--- src/rtl/mux_n_reg.sv ---
// N-channel registered multiplexer with per-channel valid/ready handshakes.
// The grant comes from an explicit select (mode 0) or a round-robin search (mode 1).
// A single output register gives one cycle of latency and full throughput under backpressure.
module mux_n_reg #(
  parameter int unsigned WIDTH = 32,
  parameter int unsigned N     = 4,
  parameter int unsigned SELW  = 2
) (
  input  logic               clk,
  input  logic               rst,
  input  logic [N*WIDTH-1:0] in_data,
  input  logic [N-1:0]       in_valid,
  output logic [N-1:0]       in_ready,
  input  logic               mode,
  input  logic [SELW-1:0]    sel,
  output logic [WIDTH-1:0]   out_data,
  output logic [SELW-1:0]    out_chan,
  output logic               out_valid,
  input  logic               out_ready
);

  // Every SELW-bit index has a slot, so indexing stays in range even when sel >= N.
  localparam int unsigned NSLOT = 2 ** SELW;
  localparam int unsigned EXT_W = NSLOT * WIDTH;

  logic [WIDTH-1:0] r_data;
  logic [SELW-1:0]  r_chan;
  logic             r_valid;
  logic [SELW-1:0]  r_ptr;

  logic [EXT_W-1:0] w_data_ext;
  logic [NSLOT-1:0] w_valid_ext;
  logic [NSLOT-1:0] w_ready_ext;
  logic             w_slot_free;
  logic             w_rr_vld;
  logic [SELW-1:0]  w_rr_gnt;
  logic [SELW-1:0]  w_idx;
  logic             w_gnt_vld;
  logic [SELW-1:0]  w_gnt;
  logic             w_xfer;
  logic [SELW-1:0]  w_ptr_nxt;

  assign w_data_ext  = EXT_W'(in_data);
  assign w_valid_ext = NSLOT'(in_valid);
  assign w_slot_free = !r_valid || out_ready;

  // Round-robin search: first valid channel starting at the pointer, wrapping mod N.
  always_comb begin
    w_rr_vld = 1'b0;
    w_rr_gnt = '0;
    w_idx    = '0;
    for (int unsigned k = 0; k < N; k++) begin
      w_idx = SELW'((32'(r_ptr) + k) % N);
      if (!w_rr_vld && w_valid_ext[w_idx]) begin
        w_rr_vld = 1'b1;
        w_rr_gnt = w_idx;
      end
    end
  end

  // Grant selection, per-channel ready and the transfer condition.
  always_comb begin
    w_ready_ext = '0;
    if (mode) begin
      w_gnt_vld = w_rr_vld;
      w_gnt     = w_rr_gnt;
    end else begin
      w_gnt_vld = (32'(sel) < N);
      w_gnt     = sel;
    end
    if (w_gnt_vld) w_ready_ext[w_gnt] = w_slot_free;
    w_xfer    = w_gnt_vld && w_valid_ext[w_gnt] && w_slot_free;
    w_ptr_nxt = SELW'((32'(w_gnt) + 1) % N);
  end

  assign in_ready = w_ready_ext[N-1:0];

  // Output register and round-robin pointer; a load takes priority over a bare pop.
  always_ff @(posedge clk or posedge rst) begin
    if (rst) begin
      r_data  <= '0;
      r_chan  <= '0;
      r_valid <= 1'b0;
      r_ptr   <= '0;
    end else begin
      if (w_xfer) begin
        r_data  <= w_data_ext[w_gnt*WIDTH +: WIDTH];
        r_chan  <= w_gnt;
        r_valid <= 1'b1;
      end else if (r_valid && out_ready) begin
        r_valid <= 1'b0;
      end
      if (w_xfer && mode) r_ptr <= w_ptr_nxt;
    end
  end

  assign out_data  = r_data;
  assign out_chan  = r_chan;
  assign out_valid = r_valid;

endmodule

--- config.mk ---
export PLATFORM = sky130hd
export DESIGN_NAME = mux_n_reg
export DESIGN_NICKNAME = d
export VERILOG_FILES = /design/src/rtl/mux_n_reg.sv
export SDC_FILE = /design/constraint.sdc
export NUM_CORES = 1
export LEC_CHECK = 0
export CAP_MARGIN = 40
export CORE_ASPECT_RATIO = 1.75
export CORE_MARGIN = 2
export CORE_UTILIZATION = 25
export CTS_CLUSTER_SIZE = 25
export DETAILED_ROUTE_END_ITERATION = 6
export GPL_TIMING_DRIVEN = 1
export PLACE_DENSITY = 0.67
export SYNTH_ARGS = -nofsm -noshare
export SYNTH_HDL_FRONTEND = slang
export SYNTH_SLANG_ARGS = --single-unit
--- constraint.sdc ---
create_clock -name clk -period 4.45 [get_ports clk]
set_input_delay 0.445 -clock clk [delete_from_list [all_inputs] [get_ports clk]]
set_output_delay 0.445 -clock clk [all_outputs]
set_load 0.02 [all_outputs]
==> metrics.md <==
| Metric | Value |
|---|---|
| Status | complete, no violations |
| # nets final | 496 |
| Peak supply drop | 237 uV |
| Setup bufs post-CTS | 0 |
| Startpoint class of the critical path | primary input |
| Slew @ Worst Pin | 0.721 ns |
| CP cell instances | clkdlybuf4s50_1, nor3b_1, o21a_1, o311ai_1, and2_2, inv_2, ha_1, and2_1, clkdlybuf4s50_1 |
| Number of flops mapped to enable cells by yosys | 0 |
| Vias per cell | 4.77 |
| First-pass GRT wire length | 13500 um |
| Vias in the first global route | 2511 |
| Wire per inst | 18.4 um |
| Root buffer cell | clkbuf_16 |
| Routed WL | 8890 um |
| Reg clk slew, reported paths | 0.06 ns |
| Pwr Density | 488 nW/um2 |
| Design Power | 2230 uW |
| Worst-path maximum fanout | 17 |
| CTS tree | yes |
| Die height | 139 um |
| Mapped Cells | 183 |
| Mux cell area share after synthesis | 0.434 |
| Maximum cell stage delay along the critical path | 0.68 ns |
| Yosys cell types | 42 |
| Count of input and output buffers | 176 |
| R2R cell count | 7 |
| Placed inst area | 4440 um2 |
| Hold path startpoint | out_data[7]$_DFFE_PP0P_ |
| Most common cell after layout, fill and taps aside | clkdlybuf4s50_1 |
| Largest net degree at the start of global routing | 38 |
| Fraction of layout cells with a size suffix above 1 | 0.225 |
| Tcrit/Tclk final | 0.842 |
| Worst path required time | 4.01 ns |
| Final ANT Viol Nets | 0 |
| Hold-critical path depth | 1 |
| Die area | 11300 um2 |
| Simple-gate share of the synthesized area | 0.0549 |
| H-tree Lvls | 2 |
| FF-to-FF End | out_data[1]$_DFFE_PP0P_ |
| Top delay family on crit path | buffers and inverters |
| Worst r2r src | r_ptr[1]$_DFFE_PP0P_ |
| Commonest register cell after synthesis | dfrtp_1 |
| Worst Hold Class | flip-flop to flip-flop |
| Filler cell count | 950 |
| CTS resizes | 0 |
| Vias | 2299 |
| Yosys reg bits | 37 |
| Die W | 81.4 um |
| CTS Buf Count | 5 |
| Crit path buffers/inverters | 3 |
| Hold endpoint | out_data[7]$_DFFE_PP0P_ |
| Max clock buf depth | 2 |
| Hpwl dp | 7180 um |
| RSZ-0062 raised after global routing | false |
| Syn Std Cell Area | 2620 um2 |
| CP most frequent cell | clkdlybuf4s50_1 |
| FP Rows | 49 |
| Antenna violations before repair | 0 |
| Ys Warns | 0 |
| Crit end category | output pin |
| Complex-gate fraction of the synthesized area | 0.0755 |
| Reg2Reg Setup Slack | 1.28 ns |
| Fin. max-slew vios | 0 |
| Maxcap violations | 0 |
| Synthesis-to-finish area growth | 74.6% |
| Synth Area in XOR/XNOR | 0 |
| Starting density of the core | 0.256 |
| Ys async rst share | 1.00 |
| Most frequent cells in the layout | 176 x clkdlybuf4s50_1, 37 x dfrtp_1, 32 x mux2_2, 31 x mux4_2 |
| Gpl congestion | 0.814 |
| Diodes inserted | 0 |
| Endpoints failing hold | 0 |
| Final setup fails | 0 |
| Slowest cell on the critical path | clkdlybuf4s50_1 |
| Mean post-synth cell area | 14.3 um2 |
| Initial DRT Pass Iterations | 4 |
| Setup TNS | 0 ns |
| Sequential-to-total area share from yosys stat | 0.353 |
| Reg area | 926 um2 |
| Minimum clock period after layout | 3.75 ns |
| Remaining DRCs | 0 |
| Adder-cell share of the synthesized area | 0.0191 |
| Achievable Freq | 267 MHz |
| Core Area | 10200 um2 |
| Largest family of logic cells by synthesized area | multiplexers |
| Multi-input gate area | 1530 um2 |
| Syn Nets | 325 |
| Total grt overflow | 0 |
| Gr usage total | 0.160 |
| Hold-fix buffers at CTS | 0 |
| Sink Count | 37 |
| Clk_lat worst skew | 0.28 ns |
| Leakage | 0.00176 uW |
| DR iter-0 viols | 92 |
| Final clock skew | 0.00398 ns |
| Crit path DAT | 3.30 ns |
| Worst rel slew slack | 0.519 |
| Setup Crit Path Kind | primary input to output pin |
| Final instance area | 4570 um2 |
| IO Pins | 177 |
-- registers in the layout (all words and copies together), names as in the netlist --
signal	flops
out_data	32
out_chan	2
r_ptr	2
out_valid	1
-- worst max-delay path by stage --
stage	start	to	slack (ns)	depth (start not counted)
finish	in_valid[0]	in_ready[1]	0.70	9
global route	in_valid[0]	in_ready[0]	0.47	9
CTS	in_valid[0]	in_ready[1]	0.70	9
detailed placement	in_valid[0]	in_ready[1]	0.70	9
global placement	in_valid[0]	in_ready[1]	0.76	9
floorplan	in_valid[1]	in_ready[3]	1.93	9
-- final cells by class --
type / count / share of cell area
clock buffer: 6 / 0.0282
timing repair buffer: 180 / 0.392
multi-input combinational: 123 / 0.335
inverter: 7 / 0.00629
tap: 127 / 0.0347
sequential: 37 / 0.202
clock inverter: 2 / 0.00219
-- layer usage --
metal,track usage,up-vias,share of wire
li1,-,1055,-
met1,0.165,1151,0.32
met2,0.310,85,0.60
met3,0.0279,8,0.064
met4,0.0473,0,0.012
met5,0,-,0
-- stage by stage --
| stage | hold WS [ns] | worst slack [ns] | instances | utilization |
|---|---|---|---|---|
| final | 0.495 | 0.702 | 482 | 0.447 |
| after global routing | 0.515 | 0.474 | 482 | 0.447 |
| after CTS | 0.499 | 0.702 | 482 | 0.447 |
| after detailed placement | 0.481 | 0.701 | 474 | 0.433 |
| after global placement | 0.478 | 0.764 | 474 | 0.433 |
| after floorplan | 0.602 | 1.93 | 183 | - |
-- Yosys cell counts (all sizes together) (2+ instances only) --
cell type	count	area share
nor2	3	0.0043
o21ai	2	0.0038
mux2	34	0.15
a21o	3	0.0086
mux2i	3	0.011
inv	7	0.011
ha	4	0.019
mux4	32	0.28
and2	5	0.012
nor3b	2	0.0057
nor2b	2	0.0048
nand2	5	0.0072
a31oi	3	0.0072
buf	15	0.050
dfrtp	37	0.35
a21oi	5	0.0095
nand2b	3	0.0072
-- cells by family (layout without fill, tap and decap cells) --
logic type      after synthesis  count (layout)
fa+ha+maj                     4               4
mux                          69              69
compound gates               25              25
flops                        37              37
buf+inv                      23             195
simple gates                 25              25
-- power breakdown --
part / internal [uW] / switching [uW]
sequential: 507 / 108
clock: 205 / 129
combinational: 719 / 564
total: 1430 / 801
Note: power is estimated with default switching activity, not from simulation.
